### config.mk
export PLATFORM = sky130hd
export DESIGN_NAME = rf_scoreboard_flat
export DESIGN_NICKNAME = d
export VERILOG_FILES = /design/src/rtl/rf_scoreboard_pkg.sv /design/src/rtl/rf_scoreboard_if.sv /design/src/rtl/rf_read_port.sv /design/src/rtl/rf_scoreboard.sv /design/src/flat_wrapper.sv
export SDC_FILE = /design/constraint.sdc
export NUM_CORES = 1
export LEC_CHECK = 0
export ABC_AREA = 0
export BUFFER_PORTS_ARGS = -buffer_cell sky130_fd_sc_hd__buf_2
export CORE_ASPECT_RATIO = 0.7
export CORE_MARGIN = 5
export CORE_UTILIZATION = 60
export DETAILED_ROUTE_END_ITERATION = 10
export PLACE_DENSITY = 0.84
export SYNTH_ARGS = -nofsm -noshare
export SYNTH_HDL_FRONTEND = slang
export SYNTH_HIERARCHICAL = 1
export SYNTH_SLANG_ARGS = --single-unit
### constraint.sdc
create_clock -name clk -period 3.1 [get_ports clk]
set_clock_uncertainty 0.2 [all_clocks]
set_input_delay 0.155 -clock clk [delete_from_list [all_inputs] [get_ports clk]]
set_output_delay 0.155 -clock clk [all_outputs]
set_load 0.02 [all_outputs]
### src/rtl/rf_scoreboard_pkg.sv
// rtl/rf_scoreboard_pkg.sv - shared constants and select-width helper for the register scoreboard
package rf_scoreboard_pkg;

   localparam int DEF_WIDTH = 16;
   localparam int DEF_DEPTH = 8;

   // Select width never drops below one bit, even for a two-entry file.
   function automatic int calc_aw(input int depth);
      return (depth <= 2) ? 1 : $clog2(depth);
   endfunction

endpackage

### src/rtl/rf_scoreboard_if.sv
// rtl/rf_scoreboard_if.sv - read/write/reserve bus of the register scoreboard
interface rf_scoreboard_if
   import rf_scoreboard_pkg::*;
#(
   parameter int WIDTH = DEF_WIDTH,
   parameter int AW    = calc_aw(DEF_DEPTH)
);
   logic [AW-1:0]    read1regsel;
   logic [AW-1:0]    read2regsel;
   logic [WIDTH-1:0] read1data;
   logic [WIDTH-1:0] read2data;
   logic             read1busy;
   logic             read2busy;
   logic [AW-1:0]    writeregsel;
   logic [WIDTH-1:0] writedata;
   logic             write;
   logic             resv;
   logic [AW-1:0]    resvsel;
   logic             err;

   modport master (
      output read1regsel, read2regsel, writeregsel, writedata, write, resv, resvsel,
      input  read1data, read2data, read1busy, read2busy, err
   );

   modport slave (
      input  read1regsel, read2regsel, writeregsel, writedata, write, resv, resvsel,
      output read1data, read2data, read1busy, read2busy, err
   );

endinterface

### src/rtl/rf_read_port.sv
// rtl/rf_read_port.sv - one combinational read port with write bypass and range check
module rf_read_port
   import rf_scoreboard_pkg::*;
#(
   parameter int WIDTH   = DEF_WIDTH,
   parameter int DEPTH   = DEF_DEPTH,
   parameter int AW      = calc_aw(DEF_DEPTH),
   parameter int ZERO_R0 = 0
) (
   input  logic [AW-1:0]    i_sel,
   input  logic [WIDTH-1:0] i_regs [DEPTH],
   input  logic [DEPTH-1:0] i_busy,
   input  logic             i_wr_valid,
   input  logic [AW-1:0]    i_wr_sel,
   input  logic [WIDTH-1:0] i_wr_data,
   output logic [WIDTH-1:0] o_data,
   output logic             o_busy,
   output logic             o_range_err
);
   logic w_inr;
   logic w_zero;

   assign w_inr       = int'(i_sel) < DEPTH;
   assign w_zero      = (ZERO_R0 != 0) && (i_sel == '0);
   assign o_range_err = !w_inr;

   // i_wr_valid already excludes out-of-range and hard-zero destinations.
   always_comb begin
      o_data = '0;
      o_busy = 1'b0;
      if (w_inr && !w_zero) begin
         if (i_wr_valid && (i_wr_sel == i_sel)) begin
            o_data = i_wr_data;
         end else begin
            o_data = i_regs[i_sel];
            o_busy = i_busy[i_sel];
         end
      end
   end

endmodule

### src/rtl/rf_scoreboard.sv
// rtl/rf_scoreboard.sv - register file with per-register reservation bits and sticky error flag
module rf_scoreboard
   import rf_scoreboard_pkg::*;
#(
   parameter int WIDTH   = DEF_WIDTH,
   parameter int DEPTH   = DEF_DEPTH,
   parameter int ZERO_R0 = 0
) (
   input logic            clk,
   input logic            rst,
   rf_scoreboard_if.slave bus
);
   localparam int AW = calc_aw(DEPTH);

   logic [WIDTH-1:0] r_regs [DEPTH];
   logic [DEPTH-1:0] r_busy;
   logic             r_err;

   logic          w_wr_inr;
   logic          w_wr_valid;
   logic [AW-1:0] w_wr_idx;
   logic          w_rs_inr;
   logic          w_rs_valid;
   logic [AW-1:0] w_rs_idx;
   logic          w_waw;
   logic          w_rd1_rerr;
   logic          w_rd2_rerr;
   logic          w_err_set;

   assign w_wr_inr   = int'(bus.writeregsel) < DEPTH;
   assign w_wr_valid = bus.write && w_wr_inr && !((ZERO_R0 != 0) && (bus.writeregsel == '0));
   assign w_wr_idx   = w_wr_inr ? bus.writeregsel : '0;

   assign w_rs_inr   = int'(bus.resvsel) < DEPTH;
   assign w_rs_valid = bus.resv && w_rs_inr && !((ZERO_R0 != 0) && (bus.resvsel == '0));
   assign w_rs_idx   = w_rs_inr ? bus.resvsel : '0;

   // Re-reserving is only legal when the current reservation retires on this same edge.
   assign w_waw = w_rs_valid && r_busy[w_rs_idx]
                  && !(w_wr_valid && (bus.writeregsel == bus.resvsel));

   assign w_err_set = w_rd1_rerr || w_rd2_rerr
                      || (bus.write && !w_wr_inr)
                      || (bus.resv && !w_rs_inr)
                      || w_waw;

   always_ff @(posedge clk) begin
      if (!rst) begin
         for (int i = 0; i < DEPTH; i++) r_regs[i] <= '0;
      end else if (w_wr_valid) begin
         r_regs[w_wr_idx] <= bus.writedata;
      end
   end

   // Set follows clear so a same-edge reservation beats the retiring write.
   always_ff @(posedge clk) begin
      if (!rst) begin
         r_busy <= '0;
      end else begin
         if (w_wr_valid) r_busy[w_wr_idx] <= 1'b0;
         if (w_rs_valid) r_busy[w_rs_idx] <= 1'b1;
      end
   end

   always_ff @(posedge clk) begin
      if (!rst) begin
         r_err <= 1'b0;
      end else if (w_err_set) begin
         r_err <= 1'b1;
      end
   end

   assign bus.err = r_err;

   rf_read_port #(.WIDTH(WIDTH), .DEPTH(DEPTH), .AW(AW), .ZERO_R0(ZERO_R0)) u_rd1 (
      .i_sel       (bus.read1regsel),
      .i_regs      (r_regs),
      .i_busy      (r_busy),
      .i_wr_valid  (w_wr_valid),
      .i_wr_sel    (bus.writeregsel),
      .i_wr_data   (bus.writedata),
      .o_data      (bus.read1data),
      .o_busy      (bus.read1busy),
      .o_range_err (w_rd1_rerr)
   );

   rf_read_port #(.WIDTH(WIDTH), .DEPTH(DEPTH), .AW(AW), .ZERO_R0(ZERO_R0)) u_rd2 (
      .i_sel       (bus.read2regsel),
      .i_regs      (r_regs),
      .i_busy      (r_busy),
      .i_wr_valid  (w_wr_valid),
      .i_wr_sel    (bus.writeregsel),
      .i_wr_data   (bus.writedata),
      .o_data      (bus.read2data),
      .o_busy      (bus.read2busy),
      .o_range_err (w_rd2_rerr)
   );

endmodule

### src/flat_wrapper.sv
// flat-port wrapper written by rule: the top's interface ports become plain ports
module rf_scoreboard_flat import rf_scoreboard_pkg::*;
#(
   parameter int WIDTH   = DEF_WIDTH,
   parameter int DEPTH   = DEF_DEPTH,
   parameter int ZERO_R0 = 0
)
  (clk, rst, bus_read1regsel, bus_read2regsel, bus_writeregsel, bus_writedata, bus_write, bus_resv, bus_resvsel, bus_read1data, bus_read2data, bus_read1busy, bus_read2busy, bus_err);
  rf_scoreboard_if #(.WIDTH(WIDTH), .AW(3)) bus_i ();
  input logic clk;
  input logic rst;
  input wire logic [$bits(bus_i.read1regsel)-1:0] bus_read1regsel;
  input wire logic [$bits(bus_i.read2regsel)-1:0] bus_read2regsel;
  input wire logic [$bits(bus_i.writeregsel)-1:0] bus_writeregsel;
  input wire logic [$bits(bus_i.writedata)-1:0] bus_writedata;
  input wire logic [$bits(bus_i.write)-1:0] bus_write;
  input wire logic [$bits(bus_i.resv)-1:0] bus_resv;
  input wire logic [$bits(bus_i.resvsel)-1:0] bus_resvsel;
  output wire logic [$bits(bus_i.read1data)-1:0] bus_read1data;
  output wire logic [$bits(bus_i.read2data)-1:0] bus_read2data;
  output wire logic [$bits(bus_i.read1busy)-1:0] bus_read1busy;
  output wire logic [$bits(bus_i.read2busy)-1:0] bus_read2busy;
  output wire logic [$bits(bus_i.err)-1:0] bus_err;
  assign bus_i.read1regsel = bus_read1regsel;
  assign bus_i.read2regsel = bus_read2regsel;
  assign bus_i.writeregsel = bus_writeregsel;
  assign bus_i.writedata = bus_writedata;
  assign bus_i.write = bus_write;
  assign bus_i.resv = bus_resv;
  assign bus_i.resvsel = bus_resvsel;
  assign bus_read1data = bus_i.read1data;
  assign bus_read2data = bus_i.read2data;
  assign bus_read1busy = bus_i.read1busy;
  assign bus_read2busy = bus_i.read2busy;
  assign bus_err = bus_i.err;
  rf_scoreboard #(.WIDTH(WIDTH), .DEPTH(DEPTH), .ZERO_R0(ZERO_R0)) u_core (.clk(clk), .rst(rst), .bus(bus_i));
endmodule
### Yosys cells after proc, flatten, opt, wreduce, memory -nomap -nowiden

Index checks and enable logic that the tools add are counted.

* bitwise logic cells: 6
* mux-type cells: 26
* eq/ne operators: 3
* magnitude comparators: 10
* reductions and logical operators: 9

Operator list (count)
* bitwise mux 128 bit: 1
* 2-to-1 mux 16 bit: 7
* binary-select mux 16 bit (select 3 bit): 2
* demux 16 bit (select 3 bit): 1
* 2-to-1 mux 8 bit: 3
* less-than comparator 3 x 4 -> 1 bit, second input constant: 4
* >= comparator 4 bit, second input constant: 3
* inverter 3 -> 4 bit: 3
* binary-select mux 1 bit (select 3 bit): 3
* equality test 3 bit: 3
* bitwise AND 8 bit: 1
* logical AND 1 bit: 8
* inverter 8 bit: 1
* bitwise OR 8 bit: 1
* 2-to-1 mux 1 bit: 7
* demux 1 bit (select 3 bit): 2
* >= comparator 3 x 1 -> 1 bit, second input constant: 2
* less-than comparator 4 x 1 -> 1 bit, second input constant: 1
* logical NOT 1 bit: 1

* register bits after elaboration: 137
* output and inout bits: 35
* word-level logic and storage cells: 64

### Logic depth before layout (Yosys ltp)

Gate-level depths: netlist of run 1.

* word-level depth: 10
* gate-level depth with buffers: 7

### Modules after synthesis

The synthesis of run 1 kept the hierarchy.

By module, submodules not included
* rf_scoreboard: instances 1, area an instance 5496.5 sq um, cells each 635
* rf_read_port: instances 2, area an instance 1333.8 sq um, cells each 85

### Least setup slack after synthesis of run 1

Ideal clock, no wire load.

* path type: input-to-output
* from: input bus_read1regsel[1]
* to: output bus_read1data[6]
* data required time: 2.745 ns
* cell stages on the path: 5
* path slack: 1.082 ns
* arrival time: 1.663 ns
* path through: clkbuf_1 > clkbuf_1 > mux4_2 > mux2_2 > mux2_2

* cells in the longest elaborated chain, start to end: 5
* elaborated cells on any way between the ends: 7
* those cells by class: eq/ne (1); mux (4); bitwise (1); reduce/logical (1)

Ends and longest elaborated chain
* start, declared: RTL line flat_wrapper.sv:12 `input wire logic [$bits(bus_i.read1regsel)-1:0] bus_read1regsel;`
* inverter 3 -> 4 bit (implied by the code): RTL line rf_read_port.sv:35 `o_data = i_regs[i_sel];`
* binary-select mux 16 bit (select 3 bit): RTL line rf_read_port.sv:35
* 2-to-1 mux 16 bit (implied by the code) (2 in series): RTL line rf_read_port.sv:35
* 2-to-1 mux 16 bit (*): RTL line rf_read_port.sv:32 `if (i_wr_valid && (i_wr_sel == i_sel)) begin`
* end, declared: RTL line flat_wrapper.sv:19 `output wire logic [$bits(bus_i.read1data)-1:0] bus_read1data;`

Every way passes the cells marked *; elsewhere a longest branch is shown, timed or not. The select of a mux whose other input is x is not followed.

### Worst setup path in the final report of run 1

* from: input bus_read2regsel[0]
* to: output bus_read2data[9]

* cells in the longest elaborated chain, start to end: 5
* elaborated cells on any way between the ends: 7
* those cells by class: eq/ne (1); mux (4); bitwise (1); reduce/logical (1)

Ends and longest elaborated chain
* start, declared: RTL line flat_wrapper.sv:13 `input wire logic [$bits(bus_i.read2regsel)-1:0] bus_read2regsel;`
* inverter 3 -> 4 bit (implied by the code): RTL line rf_read_port.sv:35
* binary-select mux 16 bit (select 3 bit): RTL line rf_read_port.sv:35
* 2-to-1 mux 16 bit (implied by the code) (2 in series): RTL line rf_read_port.sv:35
* 2-to-1 mux 16 bit (*): RTL line rf_read_port.sv:32
* end, declared: RTL line flat_wrapper.sv:20 `output wire logic [$bits(bus_i.read2data)-1:0] bus_read2data;`

Marked as above.

==> reports/metrics.csv, run 1 <==
metric,value,unit
status,finished clean,
arrival,2070,ps
p_sw_share,26.4,%
cts_made_buffers,17,
vias,6748,
viasPerCell,6.49,
grt_max_degree,138,
power.internal,3.23,mW
synth_edf_count,0,
p_leak,3.45,nW
cts_root_buf,clkbuf_16,
track_usage,29.8,%
drtPass1Iterations,6,
fmaxAchievable,0.412,GHz
final_layout_size_suffix_gt1_share,29.0,%
synth_top_area_share,33.6,%
wl,23500,um
drcViolationCount,0,
drtIter0Drc,698,
syn-num-nets,837,
dp.cells,988,
finalSetupTns,0,ps
multi_input_area,4920,um^2
htree_levels,4,
fin_cells,1040,
setup_viol,0,
postCtsSetupBuffers,0,
synthArstFlopShare,0,%
ys_seq_area_share,33.6,%
yosys_warnings,6,
io_buffers,66,
required,2740,ps
postSynthCellCount,805,
yosys_most_used_dff,dfxtp_1,
clk_pin_slew,60,ps
die_height,108,um
use_met3,7.83,%
min_to,u_core/r_busy[6],
met2_usage,46.6,%
maxCapViolCount,0,
antenna_left,0,
post-place-ws,706,ps
worstHoldStart,bus_resvsel[1],
synthDistinctLibCells,35,
maxSlewViolCount,0,
hold_viol,0,
design.die.area,16100,um^2
startpoint_type,input pin,
syn_avg_cell_area,10.1,um^2
power.density,481,nW/um^2
antenna_found_initial,0,
place_congestion,0.808,
pwr-share-comb,12.4,%
rr_worst_depth,4,
syn-cell-area,8160,um^2
worstMarginPinSlew,1030,ps
wl_per_cell,22.6,um
grt-busiest-layer,met2,
grt_pass1_wl,36900,um
num-fill-cells,937,
rows,35,
ys_ff_latch,137,
final-seq-area,2740,um^2
min_period,2430,ps
num_io_pins,67,
yosys-top-cells-count,"nand2_1 (258), dfxtp_1 (137), a21boi_1 (81)",
seqPwrFrac,41.7,%
die_width,149,um
worst_hold_path.num_cells,3,
crit_type,in -> out,
final_nets,874,
coreArea,13200,um^2
min_path_type,in -> reg,
cts_max_path_buffers,2,
synth.most_common_cell,nand2_1,
grt_overflow,0,
setup_ws,674,ps
yosys-top-cells-area,"dfxtp_1 (34%), mux4_2 (14%), nand2_1 (12%)",
cts.sinks,137,
grt_pass1_vias,6639,
r2r_end,u_core/bus.err,
area_growth,11.9,%
r2r-start,u_core/r_busy[6],
diodes,0,
fin_util,69.1,%
yosys.area.top_type,dfxtp_1,
tritoncts,done,
rsz0062_at_grt,no,
r2r_slack,1610,ps
hpwl,13600,um
met1_usage,39.4,%
slew_headroom,31.2,%
power_switching,1.16,mW
crit_path_end_kind,primary output,
start_util,61.7,%
path_max_fanout,35,
worstSkewPairLatency,410,ps
power_frac_clock,45.8,%
ir_drop,343,uV
fin_crit_sh,78.3,%
## through the flow
stage / instance area [um^2] / hold slack, ps / total power [mW]
3_3_place_gp: 8350 / 249 / 2.37
6_report: 9130 / 27.9 / 4.39
5_1_grt: 9130 / 48.3 / 4.51
4_1_cts: 9130 / 17.5 / 4.37
2_1_floorplan: 8160 / 108 / 2.26
3_5_place_dp: 8350 / 259 / 2.38
## layout make-up
type                            instances  area share [%]
Clock buffer                           19            4.74
Clock inverter                         13            1.60
Multi-Input combinational cell        589            53.8
Sequential cell                       137            30.0
Tap cell                              185            2.53
Timing Repair Buffer                   97            7.26
## sequential cells by signal, indices dropped and copies added, names as in the netlist
name and count:
u_core/r_busy 8, u_core/r_regs 128, u_core/bus.err 1
## power by group through the flow
| stage | combinational [mW] | sequential (mW) | clock [mW] |
|---|---|---|---|
| 3_5_place_dp | 0.511 | 1.87 | 0 |
| 5_1_grt | 0.574 | 1.84 | 2.10 |
| 6_report | 0.545 | 1.83 | 2.01 |
| 3_3_place_gp | 0.503 | 1.87 | 0 |
| 4_1_cts | 0.535 | 1.83 | 2.01 |
| 2_1_floorplan | 0.400 | 1.86 | 0 |
## cells by family (layout without fill, tap and decap cells)
| kind of cell | after synthesis | after routing | synth area share [%] |
|---|---|---|---|
| AO/OA/AOI/OAI | 138 | 138 | 12.8 |
| buffers and inverters | 79 | 129 | 6.18 |
| flip-flops | 137 | 137 | 33.6 |
| XOR/XNOR | 9 | 9 | 0.966 |
| multiplexers | 137 | 137 | 29.6 |
| AND/OR/NAND/NOR | 303 | 303 | 16.8 |
| other | 2 | 2 | 0.0920 |
## cells in the final DEF, fill, tap and decap left out, types with 4 or more instances in the layout
cell,n
a21boi_0,49
a21boi_1,81
a32oi_1,4
buf_12,4
buf_2,66
buf_4,7
clkbuf_16,17
clkinvlp_4,5
dfxtp_1,137
dlygate4sd3_1,20
mux2_2,61
mux2_4,6
mux4_1,20
mux4_2,49
nand2_1,258
nand2_2,4
nand3_2,4
nor2_4,6
nor2b_1,10
xnor2_1,9
## worst max-delay path, stage by stage
cell and delay, ps:
buf_2 100, buf_12 280, xnor2_1 170, nand4_2 490, buf_4 380, mux2_4 300, buf_2 160
## how the worst max path moves through the flow
| stage | from | endpoint | slack (ps) | depth (start not counted) |
|---|---|---|---|---|
| floorplan | bus_read1regsel[1] | bus_read1data[6] | 1080 | 5 |
| finish | bus_read2regsel[0] | bus_read2data[9] | 670 | 7 |
| CTS | bus_read2regsel[0] | bus_read2data[8] | 700 | 7 |
| global route | bus_read2regsel[0] | bus_read2data[9] | 610 | 7 |
| detailed placement | bus_read2regsel[0] | bus_read2data[9] | 710 | 7 |
| global placement | bus_read1regsel[0] | bus_read1data[2] | 720 | 6 |
## what timing repair did
item | CTS | global route
setup endpoints to repair | 0 | 0
gates resized for setup | 0 | 0
endpoints found under the hold margin | 134 | 0
hold buffers | 20 | 0
## per-layer routing
metal	share of wire, %	vias to the layer above
met2	45	452
met1	40	3298
li1	-	2913
met4	3.6	0
met5	0	-
met3	11	85
No activity file was read; power rests on OpenSTA's default activity.
==> run 2: changes to the inputs <==
--- a/config.mk
+++ b/config.mk
@@ -9,9 +9,9 @@
 export BUFFER_PORTS_ARGS = -buffer_cell sky130_fd_sc_hd__buf_2
 export CORE_ASPECT_RATIO = 0.7
 export CORE_MARGIN = 5
-export CORE_UTILIZATION = 60
+export CORE_UTILIZATION = 55
 export DETAILED_ROUTE_END_ITERATION = 10
-export PLACE_DENSITY = 0.84
+export PLACE_DENSITY = 0.81
 export SYNTH_ARGS = -nofsm -noshare
 export SYNTH_HDL_FRONTEND = slang
 export SYNTH_HIERARCHICAL = 1
==> constraint.sdc (replaced) <==
create_clock -name clk -period 2 [get_ports clk]
set_clock_uncertainty 0.2 [all_clocks]
set_input_delay 0.1 -clock clk [delete_from_list [all_inputs] [get_ports clk]]
set_output_delay 0.1 -clock clk [all_outputs]
set_load 0.02 [all_outputs]
==> run 2 against run 1 <==
The run now ends with setup timing left. Routed wire length up 11%. Count of clock-buffer cells in the layout up 1. Register-to-register slack worse by 1300 ps. Non-clock buffer count up 39. Critical path type is now reg -> out. Largest power group unchanged.
==> reports/metrics.csv, run 2 (same netlist as run 1, synthesis figures left out) <==
metric,value,unit,change
maxSlewViolCount,0,,unchanged
wl,26100,um,+11%
slew_headroom,63.5,%,+32 points
r2r-start,u_core/r_busy[6],,
diodes,0,,unchanged
worstSkewPairLatency,420,ps,about the same
final_nets,913,,+4.5%
setup_ws,-255,ps,-929 ps
antenna_found_initial,0,,unchanged
htree_levels,4,,unchanged
grt_pass1_vias,7199,,+8.4%
p_leak,3.83,nW,+11%
r2r_slack,290,ps,-1320 ps
final_layout_size_suffix_gt1_share,43.1,%,+14 points
hold_viol,0,,unchanged
cts.sinks,137,,unchanged
worstMarginPinSlew,546,ps,-483 ps
cts_max_path_buffers,2,,unchanged
drtPass1Iterations,6,,unchanged
rr_worst_depth,5,,+1
fmaxAchievable,0.444,GHz,
area_growth,23.8,%,
fin_util,69.1,%,about the same
rsz0062_at_grt,yes,,
drcViolationCount,0,,unchanged
startpoint_type,flop,,
setup_viol,34,,+34
vias,7065,,+4.7%
crit_type,reg -> out,,
power.density,727,nW/um^2,+51%
largest_reg_flops,128,,unchanged
violations,setup timing,,
num_io_pins,67,,unchanged
largest-register,u_core/r_regs,,
grt_pass1_wl,40300,um,+9.4%
cts_made_buffers,17,,unchanged
path_max_fanout,3,,-91%
hold-worst-slack,88.5,ps,+60.6 ps
final_cell_mix,"nand2_1 (258), a21boi_1 (81), dfxtp_2 (79), mux4_2 (69), mux2_4 (64)",,
wl_per_cell,24.0,um,+6.1%
design.die.area,17400,um^2,+8.4%
min_to,u_core/r_busy[7],,
ir_drop,497,uV,+45%
fin_crit_sh,113,%,
grt_max_degree,71,,-49%
coreArea,14600,um^2,+11%
worstHoldStart,bus_writeregsel[2],,
maxCapViolCount,0,,unchanged
worst_hold_path.num_cells,4,,+1
status,finished with violations,,
required,1700,ps,-1040 ps
r2r_end,u_core/bus.err,,
min_period,2250,ps,
cts_root_buf,clkbuf_16,,
num-fill-cells,1007,,+7.5%
clk_pin_slew,60,ps,about the same
antenna_left,0,,unchanged
io_buffers,66,,unchanged
hpwl,14900,um,+9.9%
viasPerCell,6.49,,about the same
start_util,55.8,%,-5.9 points
tritoncts,done,,
crit_path_end_kind,primary output,,
final_common_cell,nand2_1,,
track_usage,29.8,%,+0.052 points
die_width,156,um,+4.1%
drtIter0Drc,809,,+16%
min_path_type,in -> reg,,
arrival,1950,ps,-120 ps
rows,37,,+5.7%
die_height,112,um,+4.0%
place_congestion,0.869,,+7.6%
grt_overflow,0,,unchanged
-- run 2: changes by cell type in the layout (fill, tap and decap cells not counted), sizes merged, moves of 2 or more --
cell | before | now
buf | 77 | 113
inv | 3 | 0
dlygate4sd3 | 20 | 23
bufinv | 2 | 5
clkinvlp | 5 | 2
clkinv | 3 | 5
-- run 2: power breakdown --
group | switching [mW] | leakage, nW | internal [mW]
logic | 0.533 | 2.37 | 0.500
clock network | 1.23 | 0.310 | 2.24
registers | 0.0532 | 1.15 | 2.80
total | 1.81 | 3.83 | 5.54
-- run 2: layer usage --
layer  up-vias  wire [um]  global-route usage (%)
li1       2971          -                       -
met1      3489       9720                    37.5
met2       497      12500                    47.4
met3       108       2740                    8.04
met4         0       1130                    15.0
met5         -          0                       0
-- run 2: area by class of cell --
type | instances | area [um^2] | area share (%)
multi-input combinational | 589 | 5060 | 50.1
sequential | 137 | 2840 | 28.1
clock buffer | 20 | 447 | 4.42
clock inverter | 12 | 198 | 1.96
timing repair buffer | 136 | 1310 | 13.0
tap | 195 | 244 | 2.41
-- run 2: worst max-delay path, stage by stage, from the launching register on --
cell,delay [ps]
dfxtp_2,350
mux4_2,510
mux2_2,280
mux2_4,270
buf_6,130
-- run 2: through the flow --
step                worst slack, ps  instances  instance area (um^2)  total power, mW  setup TNS [ps]
CTS                            -246       1088                 10100             7.31           -6360
finish                         -255       1089                 10100             7.35           -6590
detailed placement            -39.5       1028                  8730             3.75            -266
global route                   -261       1089                 10100             7.53           -7460
floorplan                      92.5        805                  8160             3.50               0
global placement              -23.4       1028                  8730             3.74            -155
-- run 2: how the worst max path moves through the flow --
stage / startpoint / end / depth (start not counted)
floorplan: bus_read1regsel[1] / bus_read1data[6] / 5
global placement: bus_read1regsel[0] / bus_read1data[8] / 6
detailed placement: bus_read1regsel[0] / bus_read1data[8] / 6
CTS: u_core/r_regs[71] / bus_read1data[7] / 4
global route: u_core/r_regs[70] / bus_read1data[6] / 4
finish: u_core/r_regs[70] / bus_read1data[6] / 4
-- run 2: what timing repair did --
item	CTS	global route
endpoints found under the setup margin	34	34
pin swaps	2	0
resized for setup	198	29
hold buffers	23	0
cloned	0	0
endpoints found under the hold margin	134	0
buffers inserted	5	1
